[src/rtl/video_stream_pkg.sv]
// Shared types and defaults for the camera-to-stream packetizer.
// The FIFO entry carries the packet framing flags alongside each pixel.
package video_stream_pkg;

  localparam int unsigned DATA_WIDTH     = 12;
  localparam int unsigned IMG_WIDTH_DEF  = 320;
  localparam int unsigned IMG_HEIGHT_DEF = 240;
  localparam int unsigned CNT_WIDTH      = 17;

  typedef struct packed {
    logic                  sop;
    logic                  eop;
    logic [DATA_WIDTH-1:0] data;
  } fifo_entry_t;

  typedef enum logic [1:0] {
    ST_IDLE,
    ST_CAPTURE,
    ST_FLUSH
  } wr_state_e;

endpackage

[src/rtl/stream_fifo.sv]
// First-word-fall-through FIFO of framed pixel entries.
// Full is judged on current occupancy only; a same-cycle pop never frees a slot for a push.
module stream_fifo
  import video_stream_pkg::*;
#(
  parameter int unsigned FIFO_DEPTH = 16
) (
  input  logic        clk,
  input  logic        reset,
  input  logic        push,
  input  fifo_entry_t push_data,
  input  logic        pop,
  output logic        full,
  output logic        empty,
  output fifo_entry_t head
);

  localparam int unsigned PTR_W = $clog2(FIFO_DEPTH);

  fifo_entry_t      mem_q [FIFO_DEPTH];
  logic [PTR_W-1:0] wr_ptr_q, wr_ptr_d;
  logic [PTR_W-1:0] rd_ptr_q, rd_ptr_d;
  logic [PTR_W:0]   count_q, count_d;
  logic             do_push, do_pop;

  always_comb begin
    full     = (count_q == (PTR_W+1)'(FIFO_DEPTH));
    empty    = (count_q == '0);
    do_push  = push && !full;
    do_pop   = pop && !empty;
    wr_ptr_d = wr_ptr_q;
    rd_ptr_d = rd_ptr_q;
    count_d  = count_q;
    if (do_push) wr_ptr_d = wr_ptr_q + PTR_W'(1);
    if (do_pop)  rd_ptr_d = rd_ptr_q + PTR_W'(1);
    if (do_push && !do_pop)      count_d = count_q + (PTR_W+1)'(1);
    else if (!do_push && do_pop) count_d = count_q - (PTR_W+1)'(1);
    head = mem_q[rd_ptr_q];
  end

  always_ff @(posedge clk) begin
    if (do_push) mem_q[wr_ptr_q] <= push_data;
  end

  always_ff @(posedge clk or posedge reset) begin
    if (reset) begin
      wr_ptr_q <= '0;
      rd_ptr_q <= '0;
      count_q  <= '0;
    end else begin
      wr_ptr_q <= wr_ptr_d;
      rd_ptr_q <= rd_ptr_d;
      count_q  <= count_d;
    end
  end

endmodule

[src/rtl/video_stream_packetizer.sv]
// Frames a raw camera pixel strobe into sop/eop-delimited stream packets.
// A truncated frame is always closed with a zero-data eop filler so downstream sees a well-formed packet.
module video_stream_packetizer
  import video_stream_pkg::*;
#(
  parameter int unsigned IMG_WIDTH  = IMG_WIDTH_DEF,
  parameter int unsigned IMG_HEIGHT = IMG_HEIGHT_DEF,
  parameter int unsigned DATA_WIDTH = video_stream_pkg::DATA_WIDTH,
  parameter int unsigned FIFO_DEPTH = 16
) (
  input  logic                  clk,
  input  logic                  reset,
  input  logic                  frame_start_in,
  input  logic                  pixel_valid_in,
  input  logic [DATA_WIDTH-1:0] pixel_in,
  input  logic                  ready_in,
  output logic                  valid_out,
  output logic [DATA_WIDTH-1:0] data_out,
  output logic                  startofpacket_out,
  output logic                  endofpacket_out,
  output logic                  frame_error_out
);

  localparam logic [CNT_WIDTH-1:0] LAST_PIX = CNT_WIDTH'(IMG_WIDTH * IMG_HEIGHT - 1);

  wr_state_e            state_q, state_d;
  logic [CNT_WIDTH-1:0] cnt_q, cnt_d;
  logic                 err_q, err_d;
  logic                 push, pop, full, empty;
  fifo_entry_t          push_data, head;

  always_comb begin
    state_d   = state_q;
    cnt_d     = cnt_q;
    err_d     = 1'b0;
    push      = 1'b0;
    push_data = '0;
    unique case (state_q)
      ST_IDLE: begin
        if (frame_start_in) begin
          cnt_d   = '0;
          state_d = ST_CAPTURE;
        end
      end
      ST_CAPTURE: begin
        // A frame_start takes precedence over a coincident pixel, which is dropped.
        if (frame_start_in) begin
          if (cnt_q != '0) begin
            err_d   = 1'b1;
            state_d = ST_FLUSH;
          end
        end else if (pixel_valid_in) begin
          if (full) begin
            err_d   = 1'b1;
            state_d = (cnt_q == '0) ? ST_IDLE : ST_FLUSH;
          end else begin
            push           = 1'b1;
            push_data.sop  = (cnt_q == '0);
            push_data.eop  = (cnt_q == LAST_PIX);
            push_data.data = pixel_in;
            cnt_d          = cnt_q + CNT_WIDTH'(1);
            if (cnt_q == LAST_PIX) state_d = ST_IDLE;
          end
        end
      end
      ST_FLUSH: begin
        if (!full) begin
          push          = 1'b1;
          push_data.eop = 1'b1;
          state_d       = ST_IDLE;
        end
      end
      default: state_d = ST_IDLE;
    endcase
  end

  always_ff @(posedge clk or posedge reset) begin
    if (reset) begin
      state_q <= ST_IDLE;
      cnt_q   <= '0;
      err_q   <= 1'b0;
    end else begin
      state_q <= state_d;
      cnt_q   <= cnt_d;
      err_q   <= err_d;
    end
  end

  stream_fifo #(
    .FIFO_DEPTH(FIFO_DEPTH)
  ) u_fifo (
    .clk      (clk),
    .reset    (reset),
    .push     (push),
    .push_data(push_data),
    .pop      (pop),
    .full     (full),
    .empty    (empty),
    .head     (head)
  );

  always_comb begin
    pop               = !empty && ready_in;
    valid_out         = !empty;
    data_out          = empty ? '0 : head.data;
    startofpacket_out = !empty && head.sop;
    endofpacket_out   = !empty && head.eop;
    frame_error_out   = err_q;
  end

endmodule

[config.mk]
export PLATFORM = sky130hd
export DESIGN_NAME = video_stream_packetizer
export DESIGN_NICKNAME = d
export VERILOG_FILES = /design/src/rtl/video_stream_pkg.sv /design/src/rtl/stream_fifo.sv /design/src/rtl/video_stream_packetizer.sv
export SDC_FILE = /design/constraint.sdc
export NUM_CORES = 1
export LEC_CHECK = 0
export CORE_MARGIN = 5
export CORE_UTILIZATION = 52
export DETAILED_ROUTE_END_ITERATION = 8
export PLACE_DENSITY = 0.69
export SYNTH_ARGS = -nofsm -noshare
export SYNTH_HDL_FRONTEND = slang
export SYNTH_SLANG_ARGS = --single-unit
[constraint.sdc]
create_clock -name clk -period 4.55 [get_ports clk]
set_input_delay 1.1375 -clock clk [delete_from_list [all_inputs] [get_ports clk]]
set_output_delay 1.1375 -clock clk [all_outputs]
set_load 0.01 [all_outputs]
# After elaboration in Yosys (flattened, before gate mapping)
# Memories as Yosys holds them, arrays and structs flattened.
# Cells that the tools add are included.
# classes
add_sub_neg	5
n_eq_ne	12
mux	34
reduce_logical	19
# op_table
operator	count
$mux W17	4
$mux W14	3
$pmux W17 S2	1
$mux W12	2
$add A17 B1 Y17 const B	1
$eq A17 B17 Y1 const B	1
$logic_not A17 Y1	1
$reduce_bool A17 Y1	1
$mux W2	8
$mux W1	11
$mux W5	2
$ne A2 B2 Y1 const B	5
$reduce_and A5 Y1	2
$add A4 B1 Y4 const B	2
$logic_and A1 B1 Y1	7
$ne A3 B3 Y1 const B	2
$pmux W2 S3	1
$add A5 B1 Y5 const B	1
$eq A5 B5 Y1 const B	1
$logic_not A5 Y1	1
$sub A5 B1 Y5 const B	1
$logic_not A1 Y1	4
$ne A4 B4 Y1 const B	1
$pmux W1 S2	2
other kinds (4)	5
# word_totals
regBits	33
mem_bits_rw	224
inputBits	17
n_memories	1
# mem_list
name	words	width	rd	rd_ports_with_merged_regs	wr	line	text
u_fifo.mem_q	16	14	1	0	1	stream_fifo.sv:20	fifo_entry_t mem_q [FIFO_DEPTH];

# Longest topological paths before layout
# depth
depth_word	10
ltp_mapped	14
mapped_depth_nobuf	13

# Modules after synthesis
# From an unflattened synthesis, not the netlist that was laid out.
# unflattened
cells_unflattened	661
hier_area_um2	11024.3
# by_module_without_submodules
mod	n_inst	cells_each	area_per_inst_um2	seq_area_each_um2
stream_fifo	1	493	9527.9	7051.8
video_stream_packetizer	1	168	1496.4	500.5

# Worst setup path after synthesis
# No wires, ideal clock.
# synth_path
path_kind	input-to-reg
start	input port frame_start_in
end	register u_fifo.count_q[4]
setup_time_ns	0.079
arrival_ns	3.358
required_time_ns	4.471
slack_ns	1.113
stages	12
path_cell_list	nand3b_4 -> nor2b_1 -> nor3b_1 -> buf_2 -> ha_1 -> inv_1 -> ha_1 -> nor2b_1 -> o21a_1 -> or3_1 -> a21oi_1 -> xor2_1
# synth_between
elab_chain_cells	6
word_cells_on_any_way	8
cone_classes	3 x mux; 5 x reduce/logical
# synth_lines
item	line	text
start, declared	video_stream_packetizer.sv:13	input logic frame_start_in,
$mux W1 *	video_stream_packetizer.sv:47	if (frame_start_in) begin
$pmux W1 S2 *	video_stream_packetizer.sv:38	unique case (state_q)
$logic_and A1 B1 Y1 *	stream_fifo.sv:29	do_push = push && !full;
named net u_fifo.do_push	stream_fifo.sv:24	logic do_push, do_pop;
$logic_not A1 Y1	stream_fifo.sv:37	else if (!do_push && do_pop) count_d = count_q - (PTR_W+1)'(1);
$logic_and A1 B1 Y1	stream_fifo.sv:37	
$reduce_bool A2 Y1 (no source line)	n/a	
end signal, assigned	stream_fifo.sv:53	count_q <= count_d;
end, declared	stream_fifo.sv:23	logic [PTR_W:0] count_q, count_d;
# Mark *: on every way through the listed nets, which the timed path passes. The rest lies on a longest branch.
# A chain may end at the register's enable or synchronous reset.

# Worst setup path after layout
# layout_path
start	register u_fifo.rd_ptr_q[0]
end	output port data_out[9]
# layout_between
elab_chain_cells	2
# layout_lines
item	line	text
start, declared	stream_fifo.sv:22	logic [PTR_W-1:0] rd_ptr_q, rd_ptr_d;
start signal, assigned	stream_fifo.sv:52	rd_ptr_q <= rd_ptr_d;
$mem_v2 Z16 W14	n/a	
$mux W12	video_stream_packetizer.sv:105	data_out = empty ? '0 : head.data;
end, declared	video_stream_packetizer.sv:18	output logic [DATA_WIDTH-1:0] data_out,
# Every way passes these cells.

==> key figures <==
Logic synthesis
  – Synth Area in XOR/XNOR: 1.07%
  – Async set or reset register ratio after synthesis: 12.8%
  – Post-synthesis compound-gate area fraction: 2.67%
  – Synth Net Count: 607
  – Post-synthesis cell count: 575
  – Mux cell area share after synthesis: 14.9%
  – Synth area leader: edfxtp_1
  – Syn Std Cell Area: 10700 um2
  – Largest family of logic cells by synthesized area: multiplexers
  – Synth top area cells: edfxtp_1 (63%), mux4_2 (15%), dfrtp_1 (7.7%)
  – Post-Synth Adder-Cell Area: 1.83%
  – Yosys reg bits: 257
  – Synth Area in Simple Gates: 6.99%
  – Post-synthesis cell type count: 51
  – Top_reg_cell synth: edfxtp_1
  – Syn_area_per_cell: 18.6 um2
  – Sequential-to-total area share from yosys stat: 70.7%
  – Post-synth EDFFs: 224
  – Yosys top cell area share: 62.9%
  – Yosys Warn Count: 0

Worst setup path
  – Setup crit start kind: flop
  – CP Cell Sequence: buf_12 > mux4_2 > mux4_2 > and2_1 > clkdlybuf4s50_1
  – Worst setup EP type: output pin
  – Worst path required time: 3.41 ns
  – Worst r2r src: state_q[1]
  – Crit path DAT: 3.12 ns
  – Worst Path Max Fanout: 23
  – Most frequent CP cell: mux4_2
  – Max stage delay cell, worst path: dfrtp_4
  – Slowest Stage Delay on Critical Path: 0.64 ns
  – CP Buf/Inv Count: 2
  – Critical Path Source: u_fifo.rd_ptr_q[0]
  – Critical path type: reg -> out
  – Crit path max-delay family: multiplexers

Power and ir drop
  – Worst vdd ir: 0.000320 V
  – Logic pwr share: 31.1%
  – P_sw: 2080 uW
  – PD cells: 588 nW/um2
  – P_int: 5200 uW
  – Leakage: 0.00423 uW
  – Switching Fraction: 28.5%
  – Clock share of power: 28.0%
  – Seq pwr share: 40.8%

Clock network
  – Skew-Pair Late Insertion Delay: 0.52 ns
  – Sink Count: 257
  – CTS Buf Count: 27
  – Max Buffers Root-to-Sink: 3
  – CTS tree: built
  – CTS Root Cell: clkbuf_16
  – Post-CTS sizing: 0
  – Clock edge transition at the registers on the reported setup and hold paths: 0.06 ns
  – Hold_buf cts: 0
  – H-tree Lvls: 1
  – Number of post-CTS setup repair buffers: 0

Worst hold path
  – Min-delay src: cnt_q[15]
  – Worst Hold Class: reg -> reg

Routing
  – Vias per cell: 5.95
  – DR pass1 iterations: 4
  – Via count: 5542
  – Drt wl/cell: 23.6 um
  – Post-Route WL: 22000 um
  – # DRC: 0
  – DR iter-0 viols: 460
  – ANT nets after route: 0

Timing
  – Worst Skew: 0.00587 ns
  – RSZ-0062 raised after global routing: false
  – Tightest Pin Transition: 0.995 ns
  – Relative slew margins: 33.7%
  – Final setup fails: 0
  – Setup TNS after final layout: 0 ns
  – Period Utilization, post-route: 93.6%
  – Max Slew Vio Count: 0
  – Fmax: 235 MHz
  – Tmin final: 4.26 ns
  – Final Hold Vio Count: 0

Floorplan
  – Die area: 23500 um2
  – Die Width: 153 um
  – Die Y: 153 um
  – I/O pin cnt: 33
  – Area of the core: 20200 um2
  – FP Rows: 52
  – Initial Util: 52.8%

Run status
  – Status: finished, final reports clean

Placed design
  – Final Wtd Congestion: 0.825
  – HPWL after DPL: 13600 um
  – Port Buffers: 32

Global route
  – Global Route Usage Sum: 19.1%
  – Vias in the first global route: 5916
  – Antenna violations before repair: 0
  – GRT Residual Overflow: 0
  – Pin count of the biggest net entering global routing: 46
  – Global-route wire length before repair: 34400 um

Finish
  – Final Util: 61.2%
  – Share of cells above drive strength 1: 23.0%
  – Synthesis-to-layout area growth: 15.8%
  – Fin nets: 674
  – Antenna Cells: 0

Run
  – Number of max-cap violations: 0
routing by layer:
metal  wire length [um]  track usage, %
met4                460            4.96
met1               9430            27.4
met5                  0               0
met2              10800            31.6
met3               1290            2.52
through the flow:
stage / instance area, um2 / power (uW) / hold WS (ns) / instances / worst slack, ns
floorplan: 10700 / 4520 / 0.461 / 575 / 1.11
global placement: 11500 / 5240 / 0.497 / 883 / 0.516
detailed placement: 11500 / 5320 / 0.514 / 883 / 0.420
CTS: 12400 / 7370 / 0.521 / 932 / 0.243
global route: 12400 / 7650 / 0.562 / 932 / 0.142
finish: 12400 / 7280 / 0.527 / 932 / 0.291
final timing paths:
check,cells past startpoint,end,slack (ns)
min reg2reg,1,cnt_q[15],0.53
min,1,cnt_q[15],0.53
max reg2reg,13,u_fifo.count_q[4],1.05
max,5,data_out[9],0.29
min in group asynchronous,3,u_fifo.count_q[2],1.02
max in group asynchronous,3,u_fifo.rd_ptr_q[0],3.19
flip-flops by register name, summed over array words and instances (netlist names):
name and flops:
u_fifo.count_q 5, frame_error_out 1, u_fifo.wr_ptr_q 4, state_q 2, u_fifo.mem_q 224, cnt_q 17, u_fifo.rd_ptr_q 4
area by class of cell:
class                           instances  area [um2]
Sequential cell                       257        7560
Tap cell                              270         338
Clock inverter                         15         126
Clock buffer                           34         702
Inverter                               17        63.8
Timing Repair Buffer                   65         631
Multi-Input combinational cell        274        2960
Fill cell                            1486        7860
power by group through the flow:
stage / sequential [uW] / clock, uW / combinational [uW]
floorplan: 2880 / 0 / 1640
global placement: 3010 / 0 / 2240
detailed placement: 3020 / 0 / 2300
CTS: 2970 / 2090 / 2310
global route: 3000 / 2190 / 2460
finish: 2970 / 2040 / 2270
cell usage after synthesis (3+ instances only):
master	instances
ha_1	14
nand4_1	6
a21oi_1	6
xor2_1	6
nand3_1	14
o21a_1	4
buf_2	7
buf_6	3
inv_1	16
o21ai_0	18
o31ai_1	3
nand2_1	23
mux4_2	70
clkbuf_1	15
dfrtp_1	33
or4_1	4
nor3_1	6
o41ai_1	3
and2_1	38
edfxtp_1	224
xnor2_1	7
nor4_1	5
nor3b_1	3
nor2_1	13
cell usage in the layout, fill, tap and decap left out, drive strengths merged, types with 2 or more instances in the layout:
cell type / synthesis / layout
or4: 4 / 4
xnor2: 7 / 7
nand3: 14 / 14
o2111ai: 2 / 2
inv: 16 / 16
and2: 39 / 39
o41ai: 3 / 3
clkinv: 1 / 11
nor2: 14 / 14
o21ai: 18 / 18
or3: 2 / 2
clkdlybuf4s50: 0 / 32
bufinv: 0 / 2
clkbuf: 15 / 34
a21oi: 6 / 6
nand2: 23 / 23
ha: 14 / 14
nand4b: 2 / 2
nand2b: 2 / 2
and3: 2 / 2
buf: 12 / 33
nand3b: 2 / 2
nor2b: 2 / 2
clkinvlp: 0 / 3
nor3b: 3 / 3
o31ai: 3 / 3
nor4: 6 / 6
mux4: 70 / 70
edfxtp: 224 / 224
dfrtp: 33 / 33
nand4: 6 / 6
o21a: 4 / 4
nor3: 6 / 6
xor2: 6 / 6
cells by family after synthesis:
logic type	Yosys count
XOR/XNOR	13
multiplexers	72
AO/OA/AOI/OAI	43
adder cells (fa/ha/maj)	15
flip-flops	257
AND/OR/NAND/NOR	131
buffers and inverters	44
No activity file was read; power rests on OpenSTA's default activity.
